`config.mk`:
```
export PLATFORM = sky130hd
export DESIGN_NAME = apb_pwm_seq
export DESIGN_NICKNAME = d
export VERILOG_FILES = /design/src/rtl/pwm_seq_pkg.sv /design/src/rtl/pwm_seq_fsm.sv /design/src/rtl/apb_pwm_seq.sv
export SDC_FILE = /design/constraint.sdc
export NUM_CORES = 1
export LEC_CHECK = 0
export CAP_MARGIN = 15
export CORE_MARGIN = 2
export CORE_UTILIZATION = 60
export CTS_CLUSTER_DIAMETER = 30
export DETAILED_ROUTE_END_ITERATION = 6
export PLACE_DENSITY = 0.86
export SYNTH_ARGS = -nofsm -noshare
export SYNTH_HDL_FRONTEND = slang
export SYNTH_SLANG_ARGS = --single-unit
```
`constraint.sdc`:
```
create_clock -name PCLK -period 13.9 [get_ports PCLK]
set_input_delay 4.17 -clock PCLK [delete_from_list [all_inputs] [get_ports PCLK]]
set_output_delay 4.17 -clock PCLK [all_outputs]
set_load 0.02 [all_outputs]
```
`src/rtl/pwm_seq_pkg.sv`:
```
// pwm_seq_pkg: register offsets, sequencer states and read default shared by apb_pwm_seq
package pwm_seq_pkg;
    localparam logic [5:0]  OFF_CTRL      = 6'h00;
    localparam logic [5:0]  OFF_STATUS    = 6'h04;
    localparam logic [5:0]  OFF_PRE       = 6'h08;
    localparam logic [5:0]  OFF_TMRCMP1   = 6'h0C;
    localparam logic [5:0]  OFF_REPS      = 6'h10;
    localparam logic [5:0]  OFF_LEN       = 6'h14;
    localparam logic [5:0]  OFF_DUTY_BASE = 6'h20;
    localparam logic [31:0] RD_DEFAULT    = 32'hDEADBEEF;
    typedef enum logic [1:0] {S_IDLE = 2'd0, S_RUN = 2'd1, S_DONE = 2'd2} state_e;
endpackage

```
`src/rtl/pwm_seq_fsm.sv`:
```
// pwm_seq_fsm: step/repeat sequencer that loads the TMRCMP2 shadow from the duty table
module pwm_seq_fsm
    import pwm_seq_pkg::*;
#(
    parameter int IW = 2
) (
    input  logic          PCLK,
    input  logic          PRESETn,
    input  logic          start_i,
    input  logic          stop_i,
    input  logic          loop_i,
    input  logic          period_end_i,
    input  logic [15:0]   reps_i,
    input  logic [IW-1:0] len_i,
    input  logic [31:0]   duty_i,
    output logic [IW-1:0] duty_idx_o,
    output state_e        state_o,
    output logic [IW-1:0] idx_o,
    output logic [31:0]   tmrcmp2_o,
    output logic          tmren_o,
    output logic          done_set_o
);
    state_e        state_q, state_d;
    logic [IW-1:0] idx_q, idx_d;
    logic [15:0]   rep_q, rep_d;
    logic [31:0]   cmp2_q;
    logic          step_end, last_step, load;

    always_ff @(posedge PCLK or negedge PRESETn) begin
        if (!PRESETn) begin
            state_q <= S_IDLE;
            idx_q   <= '0;
            rep_q   <= '0;
            cmp2_q  <= '0;
        end else begin
            state_q <= state_d;
            idx_q   <= idx_d;
            rep_q   <= rep_d;
            if (load) cmp2_q <= duty_i;
        end
    end

    // >= so a REPS/LEN shrunk mid-step ends the step instead of running the counter around
    always_comb begin
        step_end  = state_q == S_RUN && period_end_i &&
                    rep_q >= ((reps_i == 16'd0) ? 16'd0 : reps_i - 16'd1);
        last_step = idx_q >= len_i;
        state_d   = state_q;
        idx_d     = idx_q;
        rep_d     = rep_q;
        if (stop_i) state_d = S_IDLE;
        else if (start_i) begin
            state_d = S_RUN;
            idx_d   = '0;
            rep_d   = '0;
        end else if (state_q == S_RUN && period_end_i) begin
            rep_d = step_end ? 16'd0 : rep_q + 16'd1;
            if (step_end) begin
                if (!last_step) idx_d = idx_q + 1'b1;
                else if (loop_i) idx_d = '0;
                else state_d = S_DONE;
            end
        end
    end

    always_comb begin
        load       = !stop_i && (start_i || (step_end && (!last_step || loop_i)));
        done_set_o = !stop_i && !start_i && step_end && last_step && !loop_i;
        tmren_o    = state_q == S_RUN;
    end

    assign duty_idx_o = idx_d;
    assign state_o    = state_q;
    assign idx_o      = idx_q;
    assign tmrcmp2_o  = cmp2_q;
endmodule

```
`src/rtl/apb_pwm_seq.sv`:
```
// apb_pwm_seq: APB register file that sequences PWM32 duty compares through a table
module apb_pwm_seq
    import pwm_seq_pkg::*;
#(
    parameter int N_STEPS = 4
) (
    input  logic        PCLK,
    input  logic        PRESETn,
    input  logic        PSEL,
    input  logic        PENABLE,
    input  logic        PWRITE,
    input  logic [19:2] PADDR,
    input  logic [31:0] PWDATA,
    output logic [31:0] PRDATA,
    output logic        PREADY,
    input  logic        PERIOD_END,
    output logic [31:0] PRE,
    output logic [31:0] TMRCMP1,
    output logic [31:0] TMRCMP2,
    output logic        TMREN,
    output logic        IRQ
);
    localparam int IW = $clog2(N_STEPS);

    logic [5:0]    off;
    logic [2:0]    dsel;
    logic          wr, start, stop, duty_hit, loop_q, done_q, done_set, unused_ok;
    logic [31:0]   pre_q, cmp1_q, duty_rd;
    logic [15:0]   reps_q;
    logic [IW-1:0] len_q, duty_idx, idx;
    logic [31:0]   duty_q [N_STEPS];
    state_e        state;

    assign off       = {PADDR[5:2], 2'b00};
    assign dsel      = PADDR[4:2];
    assign wr        = PSEL && PWRITE && PENABLE;
    assign start     = wr && off == OFF_CTRL && PWDATA[0];
    assign stop      = wr && off == OFF_CTRL && PWDATA[1];
    assign duty_hit  = PADDR[5] && int'(dsel) < N_STEPS;
    assign duty_rd   = duty_q[duty_idx];
    assign unused_ok = &{1'b0, PADDR[19:6]};

    always_ff @(posedge PCLK or negedge PRESETn) begin
        if (!PRESETn) begin
            pre_q  <= '0;
            cmp1_q <= '0;
            reps_q <= '0;
            len_q  <= '0;
            loop_q <= 1'b0;
            done_q <= 1'b0;
            for (int i = 0; i < N_STEPS; i++) duty_q[i] <= '0;
        end else begin
            if (wr && off == OFF_CTRL)    loop_q <= PWDATA[2];
            if (wr && off == OFF_PRE)     pre_q  <= PWDATA;
            if (wr && off == OFF_TMRCMP1) cmp1_q <= PWDATA;
            if (wr && off == OFF_REPS)    reps_q <= PWDATA[15:0];
            if (wr && off == OFF_LEN)     len_q  <= PWDATA[IW-1:0];
            if (wr && duty_hit)           duty_q[dsel[IW-1:0]] <= PWDATA;
            done_q <= done_set || (done_q && !(wr && off == OFF_STATUS));
        end
    end

    always_comb begin
        case (off)
            OFF_CTRL:    PRDATA = {29'd0, loop_q, 2'b00};
            OFF_STATUS:  PRDATA = {26'd0, done_q, 3'(idx), state};
            OFF_PRE:     PRDATA = pre_q;
            OFF_TMRCMP1: PRDATA = cmp1_q;
            OFF_REPS:    PRDATA = {16'd0, reps_q};
            OFF_LEN:     PRDATA = 32'(len_q);
            default:     PRDATA = duty_hit ? duty_q[dsel[IW-1:0]] : RD_DEFAULT;
        endcase
    end

    pwm_seq_fsm #(.IW(IW)) u_fsm (
        .PCLK        (PCLK),
        .PRESETn     (PRESETn),
        .start_i     (start),
        .stop_i      (stop),
        .loop_i      (loop_q),
        .period_end_i(PERIOD_END),
        .reps_i      (reps_q),
        .len_i       (len_q),
        .duty_i      (duty_rd),
        .duty_idx_o  (duty_idx),
        .state_o     (state),
        .idx_o       (idx),
        .tmrcmp2_o   (TMRCMP2),
        .tmren_o     (TMREN),
        .done_set_o  (done_set)
    );

    assign PREADY  = 1'b1;
    assign PRE     = pre_q;
    assign TMRCMP1 = cmp1_q;
    assign IRQ     = done_q;
endmodule
```
==> impl_metrics.toml, run 1 <==
[run_status]
status = "finished clean"

[drt]
ant_nets = 0
avgViaCountPerCell = 6.78
wl_per_cell_um = 24.7
drc = 0
num_vias = 11900
routed_wl_um = 43400
first_pass_iters = 7
drt_iter0_drc = 1320

[clocking]
clock_tree.buffer_depth = 3
cts.clk_slew.worst_paths_ns = 0.05
numClockSinks = 264
cts_setup_buffers = 0
postCtsHoldBufs = 0
cts_tree = "done"
ctsRootBufferMaster = "clkbuf_16"
numCtsBuffers = 55
insertion_delay_ns = 0.56
post_cts_resized = 0
htreeDepth = 2

[pwr]
totalPowerFinal_uw = 2890
switchingPower_uw = 870
p_comb_share_pct = 20.8
ir_worst_vdd_mv = 0.120
clockPowerShare_pct = 44.6
p_int_uw = 2020
p_seq_share_pct = 34.6
p_per_area_nw_per_um2 = 162
switching_share_pct = 30.1
p_leak_uw = 0.00772

[synth]
ys_seq_elements = 264
synthFlopType = "dfrtp_1"
netlist_instances = 1235
syn_nets = 1312
synth_top_area_cell = "dfrtp_1"
yosys.cell_count.top_type = "dfrtp_1"
netlist_area_um2 = 14000
ys_seq_area_share_pct = 47.3
synth_cell_types = 63
synthTopCellsByArea = "dfrtp_1 47%, mux2_2 17%, mux4_2 5.3%"
async_reset_ff_share_pct = 100
yosysTopAreaCellShare_pct = 47.3
avgSynthCellArea_um2 = 11.3
synth_edf_count = 0
synth_common_cells = "264 x dfrtp_1, 209 x mux2_2, 147 x nand2_1"
ys_warn_count = 0

[global_routing]
grtUsageTotal_pct = 35.9
grt_max_degree = 131
grt_pass1_vias = 12300
antenna_found_initial = 1
grt-ovfl-total = 0
grt_pass1_wl_um = 68000

[sta]
final-setup-viol-count = 0
whs_ns = 0.526
rsz0062_at_grt = "false"
worst_pin_slew_ns = 1.31
final.setup.tns_ns = 0
slew_viol_final = 0
fin_ws_ns = 2.16
max_slew_margin_pct = 12.8
fmax_ghz = 0.0851
min_period_ns = 11.74
skew_ns = 0.0111
period_share_pct = 84.5
hold_viol = 0

[cells_and_area]
syn_to_final_growth_pct = 27.4
final_nets = 1478
fillers = 1228
stdcell_count = 1758
layout-drive-gt1-share_pct = 27.4

[placement]
dp.cells = 1656
portBuffers = 171
finalWeightedCongestion = 0.929
hpwlAfterDp_um = 25200
post-place-ws_ns = 2.41

[worst_setup_path]
worstSetupEndpointType = "output port"
cp-start-kind = "input pin"
critical_path_class = "input pin to output port"
r2r_end = "u_fsm.tmrcmp2_o[14]"
reg2reg_slack_ns = 8.20
arrival_ns = 7.57
r2r-start = "reps_q[4]"
cp_max_fo = 29
cp.required_ns = 9.73
rr_worst_depth = 15

[die]
die_w_um = 157
io_pins = 187
core_area_um2 = 22800
rows = 55
fp.dieH_um = 157
die_area_um2 = 24500
initial_core_util_pct = 61.3

[min_path]
min_path_cells = 1
hold_start = "duty_q[89]"
hp-class = "register to register"
whs_endpoint = "duty_q[89]"

[flow_run]
maxCapViolCount = 0
## cells by family after synthesis
kind of cell,synth area share [%]
compound gates,12.2
xor+xnor,0.752
fa+ha+maj,1.88
buf+inv,3.66
flops,47.3
mux,22.4
other cells,0.0268
simple gates,11.8
## final cells by class
cell class / instances / area (um2) / area share (%)
flip-flops and latches: 264 / 6610 / 37.1
clock buffers: 67 / 1450 / 8.15
well taps: 313 / 392 / 2.20
clock inverters: 33 / 388 / 2.18
inverters: 34 / 128 / 0.717
multi-input cells: 849 / 6930 / 38.9
diodes: 1 / 2.50 / 0.0141
repair buffers: 197 / 1910 / 10.7
## sequential cells by signal (all words and copies together) (netlist names)
name,count
duty_q,128
PRE,32
TMRCMP1,32
u_fsm.tmrcmp2_o,32
reps_q,16
u_fsm.rep_q,16
len_q,2
u_fsm.idx_o,2
u_fsm.state_o,2
IRQ,1
loop_q,1
## power groups by stage
stage,logic (uW),clock network (uW),registers [uW]
final,602,1290,998
after global routing,637,1340,1010
after CTS,596,1290,993
after detailed placement,578,0,998
after global placement,564,0,992
after floorplan,283,0,1030
## worst max path at each step
stage / from / end / slack [ns] / cells after the start
after floorplan: PADDR[2] / PRDATA[22] / 3.73 / 5
after global placement: PADDR[2] / PRDATA[15] / 2.50 / 8
after detailed placement: PADDR[2] / PRDATA[16] / 2.41 / 8
after CTS: PADDR[2] / PRDATA[16] / 2.25 / 8
after global routing: PADDR[2] / PRDATA[16] / 2.06 / 8
final: PADDR[2] / PRDATA[16] / 2.16 / 8
## critical path, cell delays in order
cell             delay (ns)
buf_2                  0.25
buf_4                  0.39
nand2b_1               0.31
nor3_2                 1.00
buf_4                  0.43
a22oi_1                0.14
a21oi_1                0.21
clkdlybuf4s50_1        0.66
## metal layers
metal / routed length, um / share of wire (%) / track usage (%)
met2: 21200 / 49 / 58.9
met5: 0 / 0 / 0
met4: 2090 / 4.8 / 18.7
met3: 4790 / 11 / 8.97
met1: 15300 / 35 / 44.1
## per-stage QoR
stage / instance area, um2 / util, %
finish: 17800 / 78.2
global route: 17800 / 78.2
CTS: 17800 / 78.1
detailed placement: 16000 / 70.0
global placement: 16000 / 70.0
floorplan: 14000 / -
## layout by cell type, fill, tap and decap left out, drive strengths merged, types with 33 or more instances in the layout
cell type	count
mux2	209
mux4	33
nor2	73
nand2	147
clkdlybuf4s50	168
a31oi	50
clkbuf	67
inv	35
nor3	60
dfrtp	264
No activity file was read; power rests on OpenSTA's default activity.
==> inputs of run 2 (changes only) <==
--- a/config.mk
+++ b/config.mk
@@ -7,10 +7,10 @@
 export LEC_CHECK = 0
 export CAP_MARGIN = 15
 export CORE_MARGIN = 2
-export CORE_UTILIZATION = 60
+export CORE_UTILIZATION = 50
 export CTS_CLUSTER_DIAMETER = 30
 export DETAILED_ROUTE_END_ITERATION = 6
-export PLACE_DENSITY = 0.86
+export PLACE_DENSITY = 0.76
 export SYNTH_ARGS = -nofsm -noshare
 export SYNTH_HDL_FRONTEND = slang
 export SYNTH_SLANG_ARGS = --single-unit
==> constraint.sdc (replaced) <==
create_clock -name PCLK -period 10.14 [get_ports PCLK]
set_input_delay 3.042 -clock PCLK [delete_from_list [all_inputs] [get_ports PCLK]]
set_output_delay 3.042 -clock PCLK [all_outputs]
set_load 0.02 [all_outputs]
==> run 2 against run 1 <==
Utilization down 12 points. Clock skew rose by 0.030 ns. Sequential cell count unchanged. Routed wire length shrank 3.5%. Total power is 43% higher. Die area grew 19%. Non-clock buffer count grew 3. Clock-buffer cell count fell by 1. Clock power grew 52%. Sequential power increased by 36%. Via count shrank 5.1%. Critical endpoint is now PRDATA[0]. Largest power group unchanged.
==> impl_metrics.toml, run 2 (synthesized netlist as in run 1, its figures left out) <==
[cells_and_area]
regMostFlops = "duty_q"
layout-drive-gt1-share_pct = 28.5
fillers = 2032
post-route-util_pct = 65.7
syn_to_final_growth_pct = 29.9
layout_common_cells = "264 x dfrtp_1, 209 x mux2_2, 168 x clkdlybuf4s50_1, 147 x nand2_1, 72 x nor2_1"
multi_input_area_um2 = 6930
antenna_cells = 0
final-seq-area_um2 = 6610
layout_commonest_cell = "dfrtp_1"
final_nets = 1483
largest_reg_flops = 128

[worst_setup_path]
cp-start-kind = "input pin"
r2r-start = "reps_q[5]"
arrival_ns = 6.00
reg2reg_slack_ns = 4.60
r2r_end = "u_fsm.tmrcmp2_o[6]"
cp_max_fo = 17
cp.required_ns = 7.10
critical_path_class = "input pin to output port"
critPathLaunch = "PADDR[5]"
crit_path_end = "PRDATA[0]"
worstSetupEndpointType = "output port"
rr_worst_depth = 15

[sta]
worst_pin_slew_ns = 1.03
hold_viol = 0
min_period_ns = 9.04
period_share_pct = 89.2
fmax_ghz = 0.111
final-setup-viol-count = 0
skew_ns = 0.0415
rsz0062_at_grt = "false"
max_slew_margin_pct = 31.3
slew_viol_final = 0
final.setup.tns_ns = 0

[pwr]
p_int_uw = 2900
ir_worst_vdd_mv = 0.129
p_per_area_nw_per_um2 = 227
switchingPower_uw = 1230
p_comb_share_pct = 19.7
switching_share_pct = 29.9
p_leak_uw = 0.00783
p_seq_share_pct = 32.9
clockPowerShare_pct = 47.4

[global_routing]
grtUsageTotal_pct = 28.8
antenna_found_initial = 0
grt_pass1_wl_um = 65000
grt_max_degree = 135
grt-ovfl-total = 0
grt_pass1_vias = 11500

[clocking]
insertion_delay_ns = 0.60
cts_setup_buffers = 0
cts.clk_slew.worst_paths_ns = 0.05
htreeDepth = 2
post_cts_resized = 0
postCtsHoldBufs = 0
numClockSinks = 264
ctsRootBufferMaster = "clkbuf_16"
numCtsBuffers = 57
clock_tree.buffer_depth = 3
cts_tree = "done"

[run_status]
status = "finished clean"

[die]
io_pins = 187
initial_core_util_pct = 50.6
die_area_um2 = 29300
fp.dieH_um = 171
die_w_um = 171
rows = 61
core_area_um2 = 27600

[drt]
ant_nets = 0
drt_iter0_drc = 1020
drc = 0
avgViaCountPerCell = 6.17
wl_per_cell_um = 22.9
num_vias = 11300
first_pass_iters = 5
routed_wl_um = 41900

[placement]
hpwlAfterDp_um = 25400
finalWeightedCongestion = 0.891
portBuffers = 171

[min_path]
hp-class = "register to register"

[flow_run]
maxCapViolCount = 0
-- run 2: worst max-delay path: stages --
cell             delay, ns
clkdlybuf4s50_1       0.74
nand2b_1              0.83
buf_4                 0.37
nor2_1                0.07
nor2_1                0.24
clkdlybuf4s50_1       0.68
-- run 2: how the worst min path moves through the flow --
stage	start	cells past startpoint	slack (ns)	to
6_report	len_q[1]	2	0.51	len_q[1]
5_1_grt	PRE[28]	1	0.55	PRE[28]
4_1_cts	len_q[1]	2	0.51	len_q[1]
3_5_place_dp	len_q[1]	2	0.50	len_q[1]
3_3_place_gp	len_q[1]	2	0.49	len_q[1]
2_1_floorplan	len_q[1]	2	0.47	len_q[1]
-- run 2: power groups by stage --
stage / clock, uW / sequential (uW) / combinational, uW
finish: 1960 / 1360 / 812
global route: 2040 / 1380 / 869
detailed placement: 0 / 1370 / 801
global placement: 0 / 1360 / 785
CTS: 1980 / 1360 / 812
floorplan: 0 / 1420 / 388
-- run 2: final cells by class --
cell class / instances / share of cell area (%)
multi-input cells: 849 / 38.2
clock buffers: 66 / 8.43
flip-flops and latches: 264 / 36.4
well taps: 378 / 2.61
inverters: 34 / 0.703
clock inverters: 42 / 3.02
repair buffers: 200 / 10.7
-- run 2: metal layers --
layer | GRT usage [%] | share of wire, % | vias to the layer above
met3 | 6.51 | 8.3 | 100
met1 | 38.0 | 41 | 5791
met2 | 46.5 | 48 | 517
li1 | - | - | 4900
met5 | 0 | 0 | -
met4 | 11.1 | 3.0 | 0
-- run 2: per-stage QoR --
stage | instance area (um2) | worst slack (ns) | std cells | hold WS [ns] | total power (uW)
finish | 18200 | 1.10 | 1833 | 0.514 | 4130
global route | 18200 | 1.05 | 1833 | 0.546 | 4280
CTS | 18200 | 1.19 | 1833 | 0.505 | 4140
detailed placement | 16100 | 1.22 | 1725 | 0.499 | 2170
global placement | 16100 | 1.26 | 1725 | 0.494 | 2150
floorplan | 14000 | 2.23 | 1235 | 0.470 | 1810
